--- src/rtl/gather_hazard_ctrl_pkg.sv ---
// Shared definitions for the gather controllers and pipes: FSM encoding,
// default latencies and the update payload.
package gather_hazard_ctrl_pkg;

  localparam int unsigned PIPE_DEPTH = 3;
  localparam int unsigned RD_LAT     = 2;
  localparam int unsigned DATA_W     = 32;

  typedef enum logic [1:0] {
    IDLE  = 2'd0,
    RUN   = 2'd1,
    DRAIN = 2'd2,
    DONE  = 2'd3
  } gather_state_e;

  typedef struct packed {
    logic [DATA_W-1:0] value;
    logic [DATA_W-1:0] dest;
  } update_t;

  // Cycles an address stays blocked after issue, counting the issue cycle.
  function automatic int unsigned haz_win_depth(input int unsigned rd_lat,
                                                input int unsigned pipe_depth);
    return rd_lat + pipe_depth + 1;
  endfunction

endpackage

--- src/rtl/gather_hazard_ctrl_hazard_window.sv ---
// Shift-register CAM of recently issued addresses; flags a query that
// matches any valid entry.
module gather_hazard_ctrl_hazard_window #(
  parameter int unsigned DEPTH  = 5,
  parameter int unsigned ADDR_W = 18
) (
  input  logic              clk,
  input  logic              rst_n,
  input  logic              push,
  input  logic [ADDR_W-1:0] push_addr,
  input  logic [ADDR_W-1:0] query_addr,
  output logic              hit
);

  logic [DEPTH-1:0]  vld;
  logic [ADDR_W-1:0] addr [DEPTH];

  // Entries shift every cycle whether or not a push occurs.
  always_ff @(posedge clk) begin
    if (!rst_n) begin
      vld <= '0;
      for (int i = 0; i < int'(DEPTH); i++) addr[i] <= '0;
    end else begin
      vld[0]  <= push;
      addr[0] <= push_addr;
      for (int i = 1; i < int'(DEPTH); i++) begin
        vld[i]  <= vld[i-1];
        addr[i] <= addr[i-1];
      end
    end
  end

  always_comb begin
    hit = 1'b0;
    for (int i = 0; i < int'(DEPTH); i++) begin
      if (vld[i] && (addr[i] == query_addr)) hit = 1'b1;
    end
  end

endmodule

--- src/rtl/gather_hazard_ctrl.sv ---
// Issue controller for a gather pipe: RAW hazard hold on in-flight
// destinations, URAM read issue, read-data alignment and phase sequencing.
module gather_hazard_ctrl #(
  parameter int unsigned PIPE_DEPTH = gather_hazard_ctrl_pkg::PIPE_DEPTH,
  parameter int unsigned RD_LAT     = gather_hazard_ctrl_pkg::RD_LAT,
  parameter int unsigned PAR_SIZE_W = 18
) (
  input  logic                  clk,
  input  logic                  rst_n,
  input  logic                  start,
  input  logic                  in_valid,
  output logic                  in_ready,
  input  logic [31:0]           in_value,
  input  logic [31:0]           in_dest,
  input  logic                  in_last,
  output logic                  uram_ren,
  output logic [PAR_SIZE_W-1:0] uram_raddr,
  output logic                  out_valid,
  output logic [31:0]           out_value,
  output logic [31:0]           out_dest,
  input  logic                  g_par_active,
  output logic                  busy,
  output logic                  done,
  output logic                  par_active_out,
  output logic [31:0]           issue_cnt,
  output logic [31:0]           stall_cnt
);

  import gather_hazard_ctrl_pkg::*;

  localparam int unsigned HAZ_WIN = haz_win_depth(RD_LAT, PIPE_DEPTH);
  // The issue cycle itself is slot 0 of the window; registers hold the rest.
  localparam int unsigned WIN_ENT = HAZ_WIN - 1;
  localparam int unsigned DRAIN_W = $clog2(HAZ_WIN + 1);
  localparam int unsigned CNT_W   = 32;

  gather_state_e         state;
  logic [DRAIN_W-1:0]    drain_cnt;
  logic                  hazard;
  logic                  fire;
  logic [PAR_SIZE_W-1:0] dest_addr;
  logic [RD_LAT-1:0]     pipe_vld;
  update_t               pipe_data [RD_LAT];

  assign dest_addr  = in_dest[PAR_SIZE_W-1:0];
  assign in_ready   = (state == RUN) && !hazard;
  assign fire       = in_valid && in_ready;
  assign uram_ren   = fire;
  assign uram_raddr = dest_addr;
  assign busy       = (state != IDLE);
  assign done       = (state == DONE);

  gather_hazard_ctrl_hazard_window #(
    .DEPTH  (WIN_ENT),
    .ADDR_W (PAR_SIZE_W)
  ) u_hazard_window (
    .clk        (clk),
    .rst_n      (rst_n),
    .push       (fire),
    .push_addr  (dest_addr),
    .query_addr (dest_addr),
    .hit        (hazard)
  );

  // Phase FSM, counters and sticky par_active.
  always_ff @(posedge clk) begin
    if (!rst_n) begin
      state          <= IDLE;
      drain_cnt      <= '0;
      issue_cnt      <= '0;
      stall_cnt      <= '0;
      par_active_out <= 1'b0;
    end else begin
      case (state)
        IDLE: begin
          if (start) begin
            state          <= RUN;
            issue_cnt      <= '0;
            stall_cnt      <= '0;
            par_active_out <= 1'b0;
          end
        end
        RUN: begin
          issue_cnt      <= issue_cnt + CNT_W'(fire);
          stall_cnt      <= stall_cnt + CNT_W'(in_valid && hazard);
          par_active_out <= par_active_out | g_par_active;
          if (fire && in_last) begin
            state     <= DRAIN;
            drain_cnt <= DRAIN_W'(WIN_ENT);
          end
        end
        DRAIN: begin
          par_active_out <= par_active_out | g_par_active;
          drain_cnt      <= drain_cnt - DRAIN_W'(1);
          // Leave once the last issued address has aged out of the window.
          if (drain_cnt == DRAIN_W'(1)) state <= DONE;
        end
        DONE:    state <= IDLE;
        default: state <= IDLE;
      endcase
    end
  end

  // Update delayed RD_LAT cycles to line up with the URAM read data.
  always_ff @(posedge clk) begin
    if (!rst_n) begin
      pipe_vld <= '0;
      for (int i = 0; i < int'(RD_LAT); i++) pipe_data[i] <= '0;
    end else begin
      pipe_vld[0]  <= fire;
      pipe_data[0] <= '{value: in_value, dest: in_dest};
      for (int i = 1; i < int'(RD_LAT); i++) begin
        pipe_vld[i]  <= pipe_vld[i-1];
        pipe_data[i] <= pipe_data[i-1];
      end
    end
  end

  assign out_valid = pipe_vld[RD_LAT-1];
  assign out_value = pipe_data[RD_LAT-1].value;
  assign out_dest  = pipe_data[RD_LAT-1].dest;

endmodule

--- config.mk ---
export PLATFORM = sky130hd
export DESIGN_NAME = gather_hazard_ctrl
export DESIGN_NICKNAME = d
export VERILOG_FILES = /design/src/rtl/gather_hazard_ctrl_pkg.sv /design/src/rtl/gather_hazard_ctrl_hazard_window.sv /design/src/rtl/gather_hazard_ctrl.sv
export SDC_FILE = /design/constraint.sdc
export NUM_CORES = 1
export LEC_CHECK = 0
export ABC_AREA = 1
export ABC_CLOCK_PERIOD_IN_PS = 3200
export CAP_MARGIN = 20
export CORE_MARGIN = 5
export CORE_UTILIZATION = 47
export CTS_CLUSTER_DIAMETER = 150
export DETAILED_ROUTE_END_ITERATION = 10
export MAX_ROUTING_LAYER = met4
export PLACE_DENSITY = 0.76
export REMOVE_ABC_BUFFERS = 1
export SLEW_MARGIN = 20
export SYNTH_ARGS = -nofsm -noshare
export SYNTH_HDL_FRONTEND = slang
export SYNTH_SLANG_ARGS = --single-unit
--- constraint.sdc ---
create_clock -name clk -period 3.2 [get_ports clk]
set_input_delay 0.48 -clock clk [delete_from_list [all_inputs] [get_ports clk]]
set_output_delay 0.48 -clock clk [all_outputs]
set_load 0.03 [all_outputs]
==> results.tsv, run 1 <==
stage	metric	value	unit
logic_synthesis	synth.distinct_cells	47	
power	vdd_drop_max	0.0004378	V
logic_synthesis	synth_area	0.01164	sq mm
clock_network	insertion_delay	540	ps
logic_synthesis	syn_avg_cell_area	6.953	sq um
setup_path	worst_setup_path_end_kind	register	
power	p_leak	0.007973	uW
clock_network	clkSinkCount	257	
layout	syn_to_final_growth	37.81	%
clock_network	cts_tree	yes	
timing	setup_viol	7	
drt	drc	0	
layout	stdcell_count	2299	
global_routing	gr-usage-met3	5.068	%
timing	slew_violations	0	
timing	post-route-period-util	103.4	%
setup_path	worstPathArrival	3710	ps
floorplan	rows	57	
setup_path	crit_fanout	5	
clock_network	cts_root_buf	clkbuf_16	
clock_network	cts_inserted_buffers	27	
drt	dr.pass1.iters	7	
global_routing	grt_max_degree	126	
floorplan	dieHeight	167.4	um
logic_synthesis	postSynthCellCount	1674	
global_routing	grt_overflow_total	0	
timing	skew	19.26	ps
floorplan	initial_utilization	47.86	%
floorplan	die-area	0.02801	sq mm
status	outcome	finished, violations left	
layout	final_cell_mix	nand2_1, inv_1, dfxtp_1	
timing	fin_setup_tns	-467.5	ps
timing	relSlewSlack	55.54	%
timing	tightest_slew	666.1	ps
layout	final_util	65.96	%
setup_path	cp_cell_sequence	dlygate4sd2_1, buf_4, nand2_1, nand4_1, nor4_2, nand3_1, nand3_1, o21a_1, ha_4, buf_6, nand3_4, nor3_4, nand2_1, nor2_2, nand3_2, nor3_4, nand3b_4, nor2_4, buf_4, buf_6, a21oi_2	
placement	dp_hpwl	26590	um
layout	layout_commonest_cell	nand2_1	
clock_network	cts_hold_buf	0	
global_routing	grt_usage	24.46	%
setup_path	crit_type	in -> reg	
drt	first_iter_violations	799	
global_routing	grtUsageMet1	31.36	%
layout	layout-drive-gt1-share	16.41	%
job	cap_violations	0	
logic_synthesis	synth-seq-cells	257	
setup_path	slowest_stage	nor4_2	
timing	hold_viol_final	0	
placement	routabilityCongestion	0.9649	
logic_synthesis	synth-main-ff-cell	dfxtp_1	
logic_synthesis	yosysSeqAreaShare	44.20	%
logic_synthesis	synth_edf_count	0	
setup_path	critPathLaunchType	input pin	
floorplan	core_area	0.02432	sq mm
logic_synthesis	yosysWarnings	0	
power	pwr_density_cell	503.6	mW/mm^2
logic_synthesis	synth-async-reset-ratio	0	%
setup_path	critPathMaxStageDelay	320	ps
clock_network	cts_max_level	1	
layout	nNetsFinal	2034	
floorplan	die_x	167.4	um
worst_hold_path	hold_path_class	in -> reg	
timing	fmax	0.3023	GHz
timing	rsz0062_at_grt	true	
global_routing	top_usage_layer	met2	
layout	fill_cells	2037	
timing	worst_slack	-108.5	ps
timing	period_needed	3308	ps
drt	via_per_inst	4.765	
setup_path	cp.required	3600	ps
global_routing	grt_antenna_before_repair	1	
drt	wl_per_cell	15.43	um
floorplan	io_pins	222	
global_routing	grtUsageMet2	39.62	%
global_routing	grt_pass1_vias	10210	
global_routing	grt_pass1_wl	54150	um
placement	dpl.cell_count	2221	
clock_network	clock_path_buffers	3	
drt	dr_total_vias	10950	
clock_network	clk_pin_slew_worst_paths	70	ps
drt	postRouteAntennaNets	0	
drt	wirelength	35480	um
placement	port_buffers	221	
status	violations	negative setup slack	
flip-flops by register name (all words and copies together) (netlist names):
register,flops
drain_cnt,3
pipe_vld,1
par_active_out,1
pipe_data,92
state,2
issue_cnt,32
stall_cnt,32
u_hazard_window.vld,4
u_hazard_window.addr,90
kinds of logic (layout without fill, tap and decap cells):
logic type,count (synthesis),after routing,share of synthesized area [%]
AO/OA/AOI/OAI,130,130,6.181
flip-flops,257,257,44.20
buffers and inverters,474,774,17.94
AND/OR/NAND/NOR,778,778,28.72
other,0,1,0
XOR/XNOR,25,25,1.881
adder cells (fa/ha/maj),10,10,1.075
per-layer routing:
layer,part of all wire [%],vias to the layer above
li1,-,5557
met1,43,4957
met2,47,379
met3,7.7,61
met4,2.7,0
met5,0,-
area by class of cell:
class | instances | area (sq um) | area share, %
flip-flops and latches | 257 | 5154 | 32.13
clock buffers | 31 | 710.7 | 4.431
repair buffers | 377 | 3416 | 21.29
multi-input cells | 943 | 4790 | 29.86
clock inverters | 18 | 256.5 | 1.599
well taps | 324 | 405.4 | 2.527
diodes | 1 | 2.502 | 0.01560
inverters | 348 | 1306 | 8.144
through the flow:
stage / hold slack (ps) / total power (uW) / cell area [sq um] / worst slack, ps
6_report: 289.7 / 8079 / 16040 / -108.5
5_1_grt: 302.7 / 8400 / 16040 / -353.8
4_1_cts: 378.9 / 8102 / 15800 / -119.6
3_5_place_dp: 395.4 / 4673 / 14450 / -950.6
3_3_place_gp: 390.9 / 4654 / 14450 / -861.7
2_1_floorplan: 390.0 / 4047 / 10860 / -727.3
Yosys cell counts, types with 3 or more instances:
cell        n  share of area, %
nand4_1    52               2.8
dfxtp_1   257                44
nor2_1    118               3.8
nor2_2      7              0.38
a21oi_1    60               2.6
a211oi_1    3              0.19
o21a_1      5              0.32
nand2_1   488                16
ha_1       10               1.1
nor3_2      3              0.26
and2_1      3              0.16
or2_2       9              0.48
xor2_1     16               1.2
buf_4      82               5.3
clkbuf_1   41               1.3
nand3_1    35               1.5
nor3_1     28               1.2
xnor2_1     9              0.68
o21ai_0    47               2.0
nor4_1     20               1.1
inv_1     345                11
repair_timing:
item | in CTS | in global routing
setup endpoints to repair | 28 | 30
gates resized for setup | 82 | 63
setup buffers | 22 | 6
pin swaps | 35 | 35
critical path: cells and delay by family:
| kind | cells | cell delay, ps |
|---|---|---|
| AND/OR/NAND/NOR | 13 | 2000 |
| buffers and inverters | 5 | 800 |
| AO/OA/AOI/OAI | 2 | 230 |
| adder cells (fa/ha/maj) | 1 | 180 |
final timing paths:
path                          startpoint                     endpoint  slack, ps  cells past startpoint
max                          in_dest[15]                stall_cnt[17]       -110                     21
min                          in_dest[12]  u_hazard_window.addr[0][12]        290                      4
min reg2reg             pipe_data[0][61]            pipe_data[0][125]        410                      2
max reg2reg  u_hazard_window.addr[0][12]                stall_cnt[17]       -100                     21
power by group:
part / leakage [uW] / internal (uW) / switching, uW / total (uW)
Sequential: 0.00210 / 3320 / 70.0 / 3390
Combinational: 0.00541 / 490 / 785 / 1270
Clock: 0.000463 / 2080 / 1330 / 3410
Total: 0.00797 / 5890 / 2190 / 8080
Power figures use the tool's default switching activity.
==> inputs of run 2 (changes only) <==
--- a/config.mk
+++ b/config.mk
@@ -6,16 +6,16 @@
 export NUM_CORES = 1
 export LEC_CHECK = 0
 export ABC_AREA = 1
-export ABC_CLOCK_PERIOD_IN_PS = 3200
+export ABC_CLOCK_PERIOD_IN_PS = 4200
 export CAP_MARGIN = 20
 export CORE_MARGIN = 5
-export CORE_UTILIZATION = 47
+export CORE_UTILIZATION = 50
 export CTS_CLUSTER_DIAMETER = 150
 export DETAILED_ROUTE_END_ITERATION = 10
 export MAX_ROUTING_LAYER = met4
-export PLACE_DENSITY = 0.76
+export PLACE_DENSITY = 0.77
 export REMOVE_ABC_BUFFERS = 1
-export SLEW_MARGIN = 20
+export SLEW_MARGIN = 15
 export SYNTH_ARGS = -nofsm -noshare
 export SYNTH_HDL_FRONTEND = slang
 export SYNTH_SLANG_ARGS = --single-unit
==> constraint.sdc (replaced) <==
create_clock -name clk -period 4.2 [get_ports clk]
set_input_delay 0.63 -clock clk [delete_from_list [all_inputs] [get_ports clk]]
set_output_delay 0.63 -clock clk [all_outputs]
set_load 0.03 [all_outputs]
==> run 2 against run 1 <==
The run now ends clean. Via count is 4.0% lower. Combinational power is 32% lower. Wire length is 7.6% lower. Worst setup slack better by 450 ps. Power is 26% lower. Non-clock buffer count is 100 lower. Clock skew is 9.6 ps lower. Largest power group is now sequential cells.
==> results.tsv, run 2 (same netlist as run 1, synthesis figures left out) <==
stage	metric	value	unit	change
clock_network	cts_inserted_buffers	27		unchanged
drt	postRouteAntennaNets	0		unchanged
drt	via_per_inst	4.807		+0.88%
clock_network	cts_tree	yes		
setup_path	rr_startpoint	u_hazard_window.addr[0][28]		
layout	final_cell_mix	nand2_1, inv_1, dfxtp_1		
floorplan	initial_utilization	51.10	%	+3.2 points
layout	layout-drive-gt1-share	7.253	%	-9.2 points
global_routing	grt_max_degree	77		-39%
timing	period_needed	3862	ps	
layout	layout_commonest_cell	nand2_1		
layout	top_register	pipe_data		
power	power.total	5994	uW	-26%
timing	hold_viol_final	0		unchanged
worst_hold_path	hold_path_class	reg -> reg		
clock_network	clkSinkCount	257		unchanged
power	p_leak	0.007365	uW	-7.6%
clock_network	cts_root_buf	clkbuf_16		
drt	wirelength	32770	um	-7.6%
timing	skew	9.616	ps	-9.643 ps
timing	relSlewSlack	55.61	%	+0.069 points
timing	setup_viol	0		-7
timing	post-route-period-util	91.96	%	
worst_hold_path	hp-start	pipe_data[0][23]		
placement	routabilityCongestion	0.9932		+2.9%
placement	port_buffers	221		unchanged
clock_network	post_cts_resized	0		-100%
floorplan	core_area	0.02278	sq mm	-6.3%
setup_path	worst_setup_path_end_kind	register		
layout	fill_cells	1991		-2.3%
floorplan	rows	55		-3.5%
worst_hold_path	hold-path-cell-count	2		-2
floorplan	dieHeight	162.6	um	-2.9%
clock_network	post_cts_buffers	0		-100%
floorplan	die_x	162.6	um	-2.9%
drt	wl_per_cell	14.98	um	-3.0%
layout	nNetsFinal	1934		-4.9%
floorplan	die-area	0.02643	sq mm	-5.6%
setup_path	rr_worst_depth	19		-9.5%
worst_hold_path	hold_end	pipe_data[0][87]		
global_routing	grt_usage	24.57	%	+0.11 points
drt	drc	0		unchanged
clock_network	clock_path_buffers	3		unchanged
setup_path	reg2reg_slack	570	ps	+670 ps
layout	multi_input_area	0.004412	sq mm	-7.9%
global_routing	grt_overflow_total	0		unchanged
timing	tightest_slew	665.8	ps	-0.3051 ps
global_routing	grt_pass1_vias	9716		-4.8%
floorplan	io_pins	222		unchanged
drt	dr_total_vias	10520		-4.0%
layout	stdcell_count	2188		-4.8%
timing	rsz0062_at_grt	false		
drt	dr.pass1.iters	5		-2
status	outcome	finished clean		
timing	slew_violations	0		unchanged
setup_path	crit_type	in -> reg		
global_routing	grt_antenna_before_repair	0		-1
timing	fmax	0.2589	GHz	
layout	area.sequential	0.005145	sq mm	-0.17%
job	cap_violations	0		unchanged
placement	dp_hpwl	25400	um	-4.4%
layout	largest_reg_flops	92		unchanged
placement	dpl.cell_count	2138		-3.7%
global_routing	grt_pass1_wl	50900	um	-6.0%
clock_network	clk_pin_slew_worst_paths	60	ps	about the same
layout	antenna_cells	0		-1
setup_path	cp.required	4640	ps	+1040 ps
setup_path	critPathLaunchType	input pin		
layout	biggestRegsByFlops	pipe_data x92, u_hazard_window.addr x90		
drt	first_iter_violations	808		+1.1%
clock_network	cts_hold_buf	0		unchanged
setup_path	worstPathArrival	4300	ps	+590 ps
setup_path	timing.rr.end	stall_cnt[22]		
clock_network	cts_max_level	1		unchanged
setup_path	crit_fanout	4		-1
layout	syn_to_final_growth	27.65	%	
clock_network	insertion_delay	550	ps	about the same
power	vdd_drop_max	0.0003753	V	-14%
power	pwr_density_cell	403.5	mW/mm^2	-20%
run 2: per-stage QoR:
step | util (%) | instance area (sq um) | setup slack [ps] | setup TNS (ps) | hold WS (ps)
2_1_floorplan | - | 10860 | 122.7 | 0 | 390.0
3_3_place_gp | 60.97 | 13890 | -463.1 | -5141 | 391.2
3_5_place_dp | 60.97 | 13890 | -374.4 | -3602 | 397.0
4_1_cts | 65.21 | 14850 | 180.5 | 0 | 410.4
5_1_grt | 65.23 | 14860 | 47.74 | 0 | 427.9
6_report | 65.23 | 14860 | 337.8 | 0 | 410.9
run 2: layer usage:
metal	track usage [%]	wire [um]	part of all wire [%]	up-vias
li1	-	-	-	5347
met1	31.90	14340	44	4750
met2	39.07	15070	46	357
met3	5.264	2473	7.5	63
met4	6.862	886	2.7	0
met5	-	0	0	-
run 2: worst max-delay path by stage:
stage | from | end | depth (start not counted)
3_5_place_dp | in_dest[10] | stall_cnt[22] | 20
4_1_cts | in_dest[10] | stall_cnt[22] | 20
5_1_grt | in_dest[10] | stall_cnt[14] | 20
2_1_floorplan | in_dest[8] | issue_cnt[28] | 21
6_report | in_dest[10] | stall_cnt[22] | 20
3_3_place_gp | in_dest[10] | stall_cnt[22] | 20
run 2: power by group:
group          internal, uW  switching, uW  total [uW]
sequential             2530           55.5        2590
combinational           315            551         866
clock                  1540           1000        2540
total                  4380           1610        5990
run 2: area by class of cell:
type | instances | share of cell area (%)
clock buffers | 35 | 5.154
clock inverters | 15 | 1.356
inverters | 348 | 8.792
multi-input cells | 943 | 29.69
flip-flops and latches | 257 | 34.63
well taps | 313 | 2.636
repair buffers | 277 | 17.74
run 2: critical path, cell delays in order:
cell and delay (ps):
clkdlybuf4s50_1 480, xnor2_1 260, nand2_1 170, a2111oi_1 500, nand4_1 150, nand2_1 130
o21a_1 180, ha_1 190, ha_1 180, nand3_1 130, nor3_2 210, nand2_1 90
nor2_2 100, nand3_1 110, nor2_2 140, nand2_1 110, nor2_2 160, nand4_1 140
o21ai_0 200, nor2_1 60
==> inputs of run 3 (changes only) <==
--- a/config.mk
+++ b/config.mk
@@ -7,7 +7,7 @@
 export LEC_CHECK = 0
 export ABC_AREA = 1
 export ABC_CLOCK_PERIOD_IN_PS = 4200
-export CAP_MARGIN = 20
+export CAP_MARGIN = 10
 export CORE_MARGIN = 5
 export CORE_UTILIZATION = 50
 export CTS_CLUSTER_DIAMETER = 150
==> results of run 3 <==
No change in the layout: final DEF, timing and power equal those of run 2.
